===== config.mk =====
export PLATFORM = sky130hd
export DESIGN_NAME = bram_copy_engine
export DESIGN_NICKNAME = d
export VERILOG_FILES = /design/src/rtl/bram_copy_engine.sv
export SDC_FILE = /design/constraint.sdc
export NUM_CORES = 1
export LEC_CHECK = 0
export BUFFER_PORTS_ARGS = -buffer_cell sky130_fd_sc_hd__buf_4
export CORE_MARGIN = 2
export CORE_UTILIZATION = 45
export DETAILED_ROUTE_END_ITERATION = 8
export GPL_TIMING_DRIVEN = 0
export PLACE_DENSITY_LB_ADDON = 0.2
export SLEW_MARGIN = 20
export SYNTH_ARGS = -nofsm -noshare
export SYNTH_HDL_FRONTEND = slang
export SYNTH_SLANG_ARGS = --single-unit

===== constraint.sdc =====
create_clock -name I_CLK -period 3.2 [get_ports I_CLK]
set_clock_uncertainty 0.15 [all_clocks]
set_input_delay 0 -clock I_CLK [delete_from_list [all_inputs] [get_ports I_CLK]]
set_output_delay 0 -clock I_CLK [all_outputs]
set_load 0.02 [all_outputs]

===== src/rtl/bram_copy_engine.sv =====
// Block copy initiator for a dual-port synchronous-read BRAM: reads through port B,
// writes through port A one clock later, sustaining one word per clock.
module bram_copy_engine #(
   parameter int P_DATA_WIDTH    = 16,
   parameter int P_ADDRESS_WIDTH = 10
) (
   input  logic                       I_CLK,
   input  logic                       I_NRESET,
   input  logic                       I_START,
   input  logic                       I_ABORT,
   input  logic [P_ADDRESS_WIDTH-1:0] I_SRC_ADDRESS,
   input  logic [P_ADDRESS_WIDTH-1:0] I_DST_ADDRESS,
   input  logic [P_ADDRESS_WIDTH:0]   I_LENGTH,
   output logic                       O_BUSY,
   output logic                       O_DONE,
   output logic [P_ADDRESS_WIDTH:0]   O_COUNT,
   output logic [P_ADDRESS_WIDTH-1:0] O_MEM_ADDRESS_A,
   output logic [P_DATA_WIDTH-1:0]    O_MEM_DATA_A,
   output logic                       O_MEM_WRITE_ENABLE_A,
   output logic [P_ADDRESS_WIDTH-1:0] O_MEM_ADDRESS_B,
   output logic                       O_MEM_WRITE_ENABLE_B,
   input  logic [P_DATA_WIDTH-1:0]    I_MEM_DATA_B
);

   typedef enum logic [1:0] {
      S_IDLE,
      S_READ,
      S_DRAIN,
      S_DONE
   } state_t;

   localparam logic [P_ADDRESS_WIDTH:0] LEFT_LAST = {{P_ADDRESS_WIDTH{1'b0}}, 1'b1};

   state_t                     state;
   logic [P_ADDRESS_WIDTH-1:0] rd_addr;
   logic [P_ADDRESS_WIDTH-1:0] wr_addr;
   logic [P_ADDRESS_WIDTH:0]   rd_left;
   logic [P_ADDRESS_WIDTH:0]   count;
   logic                       rd_valid;
   logic                       busy;
   logic                       done;

   // NOTE: all state updates use non-blocking assignments so every register in this
   // block samples the pre-edge values of its neighbours, independent of statement order.
   always_ff @(posedge I_CLK or negedge I_NRESET) begin
      if (!I_NRESET) begin
         state    <= S_IDLE;
         rd_addr  <= '0;
         wr_addr  <= '0;
         rd_left  <= '0;
         count    <= '0;
         rd_valid <= 1'b0;
         busy     <= 1'b0;
         done     <= 1'b0;
      end else begin
         done <= 1'b0;

         // Write stage runs in any state; the pointer stays on the final write address.
         if (rd_valid) begin
            count <= count + 1'b1;
            if (state == S_READ && !I_ABORT) begin
               wr_addr <= wr_addr + 1'b1;
            end
         end

         case (state)
            S_IDLE: begin
               if (I_START) begin
                  count <= '0;
                  if (I_LENGTH != '0) begin
                     rd_addr <= I_SRC_ADDRESS;
                     wr_addr <= I_DST_ADDRESS;
                     rd_left <= I_LENGTH;
                     busy    <= 1'b1;
                     state   <= S_READ;
                  end else begin
                     done  <= 1'b1;
                     state <= S_DONE;
                  end
               end
            end

            S_READ: begin
               if (I_ABORT) begin
                  rd_valid <= 1'b0;
                  busy     <= 1'b0;
                  done     <= 1'b1;
                  state    <= S_DONE;
               end else begin
                  rd_valid <= 1'b1;
                  rd_left  <= rd_left - 1'b1;
                  if (rd_left == LEFT_LAST) begin
                     state <= S_DRAIN;
                  end else begin
                     rd_addr <= rd_addr + 1'b1;
                  end
               end
            end

            S_DRAIN: begin
               rd_valid <= 1'b0;
               busy     <= 1'b0;
               done     <= 1'b1;
               state    <= S_DONE;
            end

            S_DONE: begin
               state <= S_IDLE;
            end

            default: begin
               state <= S_IDLE;
            end
         endcase
      end
   end

   // Read data flows straight to port A so a word is written the cycle it arrives.
   assign O_MEM_DATA_A         = I_MEM_DATA_B;
   assign O_MEM_WRITE_ENABLE_A = rd_valid;
   assign O_MEM_ADDRESS_A      = wr_addr;
   assign O_MEM_ADDRESS_B      = rd_addr;
   assign O_MEM_WRITE_ENABLE_B = 1'b0;
   assign O_BUSY               = busy;
   assign O_DONE               = done;
   assign O_COUNT              = count;

endmodule


# Yosys cells after proc, flatten, opt, wreduce, memory -nomap -nowiden
# Index checks and enable logic that the tools add are counted.
[totals] reg_bits=47 latchBits=0 ramBits=0 romBits=0 inputBits=51 output_inout_bits=51 elab_cells=65 mem_count=0
[op_classes] addsub=4 n_mul=0 div_mod_pow=0 magnitude_cmp=0 n_eq_ne=10 shifts=0 muxes=32 bitwise=0 n_reduce_logical=11
[ops] cell="10-bit two-way mux" count=9
[ops] cell="11-bit two-way mux" count=6
[ops] cell="11-bit case mux with 2 select lines" count=1
[ops] cell="10-bit by 1-bit adder with 10-bit output, second input constant" count=2
[ops] cell="10-bit case mux with 2 select lines" count=1
[ops] cell="11-bit by 1-bit adder with 11-bit output, second input constant" count=1
[ops] cell="11-bit by 1-bit equality test with 1-bit output, second input constant" count=1
[ops] cell="11-bit nonzero test" count=1
[ops] cell="11-bit by 1-bit subtractor with 11-bit output, second input constant" count=1
[ops] cell="2-bit inequality test, second input constant" count=5
[ops] cell="2-bit two-way mux" count=4
[ops] cell="2-bit case mux with 4 select lines" count=1
[ops] cell="4-bit AND reduction" count=2
[ops] cell="1-bit two-way mux" count=7
[ops] cell="1-bit case mux with 3 select lines" count=2
[ops] cell="5-bit AND reduction" count=1
[ops] cell="2-bit equality test, second input constant" count=2
[ops] cell="2-bit nonzero test" count=2
[ops] cell="3-bit by 2-bit inequality test with 1-bit output, second input constant" count=1
[ops] cell="3-bit nonzero test" count=1
[ops] cell="2-bit by 1-bit equality test with 1-bit output, second input constant" count=1
[ops] cell="2-bit zero test" count=1
[ops] cell="1-bit case mux with 2 select lines" count=1
[ops] cell="2-bit AND reduction" count=1
[ops] cell="other kinds (2)" count=2

# Logic depth before layout (Yosys ltp)
# Gate-level depths: netlist (run 1).
[depth] depth_word=7 mapped_depth=10

# Least setup slack after synthesis (run 1)
# Ideal clock, no wire load.
[synth_path] kind="reg2reg" startpoint="register state[0]" endpoint="register rd_left[6]" setup_ps=133 t_arrival_ps=1746 path_slack_ps=1170 stages_incl_launch_ff=7 n_path_buf=0 path_cell_list="dfrtp_1 > inv_1 > ha_1 > nor2b_1 > nor3b_1 > nor4b_1 > a211oi_1"
[synth_via] elab_chain_len=3 word_cells_on_any_way=8 cone_classes="eq/ne: 4; mux: 1; reduce/logical: 3"
[synth_rtl] item="start, declared" line_no="34" source="state_t state;"
[synth_rtl] item="start signal, assigned" line_no="47" source="state <= S_IDLE;"
[synth_rtl] item="start signal, assigned" line_no="75" source="state <= S_READ;"
[synth_rtl] item="start signal, assigned" line_no="78" source="state <= S_DONE;"
[synth_rtl] item="2-bit by 1-bit equality test with 1-bit output / 2-bit zero test (equally long branches)" line_no="66" source="case (state)"
[synth_rtl] item="2-bit inequality test (no source line) / 2-bit nonzero test (equally long branches)"
[synth_rtl] item="4-bit AND reduction (no source line)"
[synth_rtl] item="end signal, assigned" line_no="91" source="rd_left <= rd_left - 1'b1;"
[synth_rtl] item="end, declared" line_no="37" source="logic [P_ADDRESS_WIDTH:0] rd_left;"
# Several ways; a longest one is shown, not always the timed one.
# A chain may end at the register's enable or synchronous reset.

# Worst setup path after layout (run 1)
[layout_path] startpoint="register state[1]" endpoint="register rd_left[4]"
# Same word-level chain as after synthesis.

==> impl_results.md, run 1 <==
* Crit path cell chain: inv_1, ha_1, buf_4, clkbuf_1, clkbuf_1, a21oi_1, o221a_2
* Diodes inserted at 0
* Power per Cell Area at 812.8 nW/µm²
* Gpl congestion at 0.8371
* Simple-gate share of the synthesized area at 23.37%
* Syn Area/Cell at 9.026 µm²
* Period utilization at 74.14%
* Min Clock Period, post-route at 2372 ps
* Pin count of the biggest net entering global routing at 48
* Site Rows at 29
* Worst Path Buf+Inv at 4
* Sequential standard cell area at 1176 µm²
* Final setup violation count at 0
* Fmax at 421.5 MHz
* Ys Warns at 0
* Total power at 3.289 mW
* Die W at 83.87 µm
* Worst r2r src: state[1]
* DRC Markers at 0
* CTS root buf: clkbuf_8
* Nets at 503
* Max-cap violations at 0
* Leakage power at 1.865 nW
* Initial antenna violation count at 0
* Crit path max-delay family: buffers and inverters
* Hold Fails Final Rpt at 0
* Die Area at 7033 µm²
* Total grt overflow at 0
* Worst skew pair latency at 300 ps
* Placement Setup Slack at 641.2 ps
* Setup bufs post-CTS at 0
* Final WS setup at 827.6 ps
* Multi-input combinational cell area at 1445 µm²
* Setup TNS Final at 0 ps
* Synth Flop Type: dfrtp_1
* Metal-1 WL at 3274 µm
* EDFF count, synth at 0
* Worst setup SP type: register
* Final wirelength at 7405 µm
* Peak fanout along the critical path at 10
* Met3 wire length at 454 µm
* Slew headroom at 58.13%
* R2r setup slk at 830 ps
* Vias per cell at 5.303
* CTS Buffer Depth at 2
* Placed Cells at 479
* Post-cts resize count at 0
* PortBufs at 84
* Global-route wire length before repair at 12,180 µm
* XOR/XNOR Fraction of Synth Area at 5.798%
* CP max-delay cell: clkbuf_1
* Area Overhead vs Synth at 40.98%
* WS Path Type: reg -> reg
* CP required at 3250 ps
* Hold Path Class: in -> out
* Critical R2R Capture: rd_left[4]
* Worst Setup End Kind: register
* Sequential share of the synthesized area at 40.98%
* Via Count at 2,763
* Yosys cell types at 53
* Clock sinks at 47
* Arr. time, crit path at 2420 ps
* # hold bufs at CTS at 34
* RSZ-0062 raised after global routing: no
* Worst Hold Launch: I_MEM_DATA_B[8]
* Top layer in use: met4
* Gr usage total at 21.18%
* Met2 WL at 3592 µm
* Detail Route Antenna Nets at 0
* CP max stage delay at 450 ps
* Initial Util at 45.99%
* Multiplexer share of the synthesized area at 2.921%
* Post-synthesis compound-gate area fraction at 14.04%
* Status: complete, no violations
* H-tree depth at 2
* CTS tree: done
* Initial DRT Pass Iterations at 4
* Layout cells sized above 1 at 29.05%
* Fillers at 559
* Slew @ Worst Pin at 625.4 ps
* Syn Inst Count at 318
* I/O pin count at 102
* Vias in the first global route at 2,643
* Worst Hold Depth at 2
* Final Slew Violations at 0
* Hold worst-path end: O_MEM_DATA_A[8]
* Main combinational cell family by area after synthesis: simple AND/OR/NAND/NOR gates
* Num CTS Buffers at 5
* VDD IR max at 0.4757 mV
* Core footprint at 6241 µm²
* Synth Register Bits at 47
* Crit-path most repeated cell: clkbuf_1
* R2r worst-path depth at 7
* DIE HEIGHT at 83.87 µm
* DP Wirelength at 5202 µm
* Final std cells w/o fill at 521
* Avg WL per Cell at 14.21 µm
* Mapped Nets at 378
* Synthesized area at 2870 µm²
* Async SR Flop Fraction at 100.0%
* Clock-pin slew on the worst setup and hold paths at 90 ps
* Synth Area in Adders at 3.923%
* Iteration-0 DRC Markers at 143
[where the power goes]
part	leakage, nW	switching, mW	internal, mW
clock	0.0505	0.209	0.197
sequential	0.565	0.276	0.838
combinational	1.25	0.963	0.806
total	1.87	1.45	1.84
[metrics by stage]
step	hold slack [ps]	instance area [µm²]	util (%)
global placement	-89.14	3597	57.64
detailed placement	-94.42	3597	57.64
global route	50.09	4046	64.84
finish	46.87	4046	64.84
CTS	47.93	4041	64.76
floorplan	-445.6	2870	-
[how the worst max path moves through the flow]
stage	start	endpoint	slack, ps	cells past startpoint
CTS	state[0]	rd_left[6]	620	6
detailed placement	state[0]	rd_left[6]	640	6
global placement	state[0]	rd_left[6]	710	6
floorplan	state[0]	rd_left[6]	1170	6
global route	state[1]	rd_left[6]	700	8
finish	state[1]	rd_left[4]	830	7
[cells in the mapped netlist (3+ instances only)]
| cell type | count | share of area (%) |
|---|---|---|
| nor2_1 | 37 | 4.8 |
| ha_1 | 9 | 3.9 |
| xnor2_1 | 7 | 2.1 |
| inv_1 | 9 | 1.2 |
| xor2_1 | 12 | 3.7 |
| and4_1 | 3 | 0.92 |
| nand3_1 | 13 | 2.3 |
| a21oi_1 | 16 | 2.8 |
| o22ai_1 | 5 | 1.1 |
| clkbuf_1 | 6 | 0.78 |
| nand2b_1 | 4 | 0.87 |
| nand2_1 | 33 | 4.3 |
| mux2i_1 | 5 | 1.7 |
| nor3_1 | 6 | 1.0 |
| dfrtp_1 | 47 | 41 |
| nand4_1 | 12 | 2.6 |
| mux2_2 | 3 | 1.2 |
| and3_1 | 6 | 1.3 |
| nor4_1 | 3 | 0.65 |
| a311oi_1 | 6 | 1.8 |
| buf_4 | 18 | 4.7 |
| o21ai_0 | 13 | 2.3 |
| a2bb2oi_1 | 3 | 0.92 |
| o22a_1 | 3 | 0.92 |
[flip-flops by register name, indices dropped and copies added, names as in the netlist]
register,count
O_BUSY,1
O_COUNT,11
O_DONE,1
O_MEM_ADDRESS_A,10
O_MEM_ADDRESS_B,10
O_MEM_WRITE_ENABLE_A,1
rd_left,11
state,2
[area by class of cell]
cell class / count / share of cell area (%)
timing repair buffer: 118 / 24.00
buffer: 31 / 5.349
multi-input combinational: 230 / 35.71
sequential: 47 / 29.07
clock buffer: 7 / 2.381
inverter: 10 / 0.9276
tap: 77 / 2.381
clock inverter: 1 / 0.1855
[worst register-to-register path, cell delays in order, from the launching register on]
cell      delay, ps
dfrtp_1         430
inv_1            90
ha_1            140
buf_4           160
clkbuf_1        430
clkbuf_1        460
a21oi_1         150
o221a_2         270
[placed cells by master, fill, tap and decap left out, types with 3 or more instances in the layout]
cell type | Yosys | routed
a21oi_1 | 16 | 16
a2bb2oi_1 | 3 | 3
a311oi_1 | 6 | 6
and3_1 | 6 | 6
and4_1 | 3 | 3
buf_4 | 18 | 102
clkbuf_1 | 6 | 6
clkbuf_8 | 2 | 9
dfrtp_1 | 47 | 47
dlygate4sd3_1 | 0 | 34
ha_1 | 9 | 9
inv_1 | 9 | 9
mux2_2 | 3 | 3
mux2i_1 | 5 | 5
nand2_1 | 33 | 33
nand2b_1 | 4 | 4
nand3_1 | 13 | 13
nand4_1 | 12 | 12
nor2_1 | 37 | 37
nor3_1 | 6 | 6
nor4_1 | 3 | 3
o21ai_0 | 13 | 13
o22a_1 | 3 | 3
o22ai_1 | 5 | 5
xnor2_1 | 7 | 7
xor2_1 | 12 | 12
[kinds of logic (layout without fill, tap and decap cells)]
logic type,count (synthesis),count (layout)
mux,8,8
compound gates,60,60
simple gates,133,133
xor+xnor,19,19
fa+ha+maj,9,9
buf+inv,41,167
flops,47,47
other cells,1,1
[layer usage]
metal	global-route usage (%)	up-vias
met5	0	-
met1	27.32	1306
met3	4.055	7
met2	36.29	86
met4	6.012	0
li1	-	1364
Note: power is estimated with default switching activity, not from simulation.
==> run 2: changes to the inputs <==
- clock period: 3.2 -> 2.3 ns (I/O delays scaled with it)
==> run 2 against run 1 <==
  * Hold slack unchanged
  * Global-route usage about the same
  * Sequential cell count is the same
  * Sequential share of layout area down 0.19 points
  * Combinational power up 41%
  * Die area unchanged
  * Count of clock-buffer cells in the layout is the same
  * Non-clock buffer count stayed put
  * Via count grew 0.51%
  * Critical path depth is the same
  * Critical path type unchanged
  * Register-to-register slack worse by 730 ps
  * Sequential power increased by 40%
==> impl_results.md, run 2 (synthesis gave the netlist of run 1 again) <==
* Status: complete, no violations
* Initial DRT Pass Iterations at 4
* Crit path max-delay family: buffers and inverters
* Placement Setup Slack at -258.8 ps
* CTS tree: done
* Global-route wire length before repair at 12,210 µm
* Leakage power at 1.871 nW
* Setup bufs post-CTS at 0
* Post-DP Area at 3597 µm²
* Final wirelength at 7503 µm
* Hold Path Class: in -> out
* Site Rows at 29
* RSZ-0062 raised after global routing: no
* DIE HEIGHT at 83.87 µm
* Final Slew Violations at 0
* Final WS setup at 100.3 ps
* DP Wirelength at 5202 µm
* Gr usage total at 21.22%
* Fin util at 65.26%
* H-tree depth at 2
* Hold Fails Final Rpt at 0
* Initial Util at 45.99%
* Power per Cell Area at 1131 nW/µm²
* Gpl congestion at 0.8371
* Clock-pin slew on the worst setup and hold paths at 90 ps
* Commonest non-fill, non-tap cell in the layout: buf_4
* Pin count of the biggest net entering global routing at 48
* Design area at 4073 µm²
* Die W at 83.87 µm
* Arr. time, crit path at 2250 ps
* PortBufs at 84
* Worst setup SP type: register
* Iteration-0 DRC Markers at 148
* Slew @ Worst Pin at 606.5 ps
* Placed Cells at 479
* Worst Path Buf+Inv at 4
* CTS root buf: clkbuf_8
* Avg WL per Cell at 14.40 µm
* Peak fanout along the critical path at 10
* Total power at 4.606 mW
* Area Overhead vs Synth at 41.89%
* Total grt overflow at 0
* Vias per cell at 5.330
* WS Path Type: reg -> reg
* Core footprint at 6241 µm²
* Initial antenna violation count at 0
* Via Count at 2,777
* Min Clock Period, post-route at 2200 ps
* Fillers at 549
* Fmax at 454.6 MHz
* Num CTS Buffers at 5
* Final std cells w/o fill at 521
* Crit path cell chain: inv_1, ha_1, buf_4, clkbuf_2, clkbuf_1, a21oi_1, o221a_2
* Final setup violation count at 0
* Nets at 503
* Worst Setup End Kind: register
* I/O pin count at 102
* Slew headroom at 59.56%
* Max-cap violations at 0
* Period utilization at 95.64%
* Die Area at 7033 µm²
* Vias in the first global route at 2,645
* Setup TNS Final at 0 ps
* Diodes inserted at 0
* CTS Buffer Depth at 2
* DRC Markers at 0
* VDD IR max at 0.6639 mV
* Layout cells sized above 1 at 29.95%
* Clock sinks at 47
* Worst skew pair latency at 300 ps
* Hold slack at 46.87 ps
* CP max stage delay at 430 ps
* Detail Route Antenna Nets at 0
* CP required at 2350 ps
* CP max-delay cell: clkbuf_1
* Most frequent cells in the layout: buf_4 (102), dfrtp_1 (47), nor2_1 (37), dlygate4sd3_1 (34), nand2_1 (33)
run 2: cell types whose count changed in the layout (fill, tap and decap cells not counted), sizes merged:
cell    change
buf         -1
clkbuf      +1
run 2: worst paths after layout:
kind / startpoint / slack [ps] / endpoint / cells past startpoint
worst min-delay path: I_MEM_DATA_B[8] / 50 / O_MEM_DATA_A[8] / 2
worst max-delay path: state[1] / 100 / rd_left[4] / 7
worst min register to register: rd_left[8] / 370 / rd_left[8] / 1
max in group asynchronous: I_NRESET / 1490 / O_MEM_ADDRESS_A[8] / 2
min in group asynchronous: I_NRESET / 100 / O_MEM_ADDRESS_B[3] / 2
worst max register to register: state[1] / 100 / rd_left[4] / 7
run 2: what timing repair did:
action | in CTS | in global routing
hold buffers | 34 | 0
gates resized for setup | 2 | 6
pin swaps | 0 | 0
hold endpoints to repair | 83 | 0
setup endpoints to repair | 9 | 6
run 2: area by class of cell:
class	count	area, µm²	area share [%]
multi-input cells	230	1468	36.04
flip-flops and latches	47	1176	28.88
repair buffers	118	970.9	23.84
plain buffers	31	220.2	5.407
clock buffers	7	96.34	2.366
well taps	77	96.34	2.366
inverters	10	37.54	0.9217
clock inverters	1	7.507	0.1843
run 2: worst reg2reg max path, stage by stage (launching register included):
cell and delay, ps:
dfrtp_1 420, inv_1 90, ha_1 140, buf_4 160, clkbuf_2 270, clkbuf_1 430, a21oi_1 150, o221a_2 270
run 2: metal layers:
metal	vias up	track usage [%]	wire (µm)
li1	1370	-	-
met1	1310	27.45	3327
met2	91	36.29	3627
met3	6	4.055	482
met4	0	6.012	65
met5	-	0	0
run 2: power by group:
part | leakage [nW] | total, mW | internal [mW] | switching, mW
Combinational | 1.26 | 2.49 | 1.14 | 1.35
Sequential | 0.565 | 1.55 | 1.17 | 0.383
Clock | 0.0505 | 0.563 | 0.274 | 0.289
Total | 1.87 | 4.61 | 2.59 | 2.02
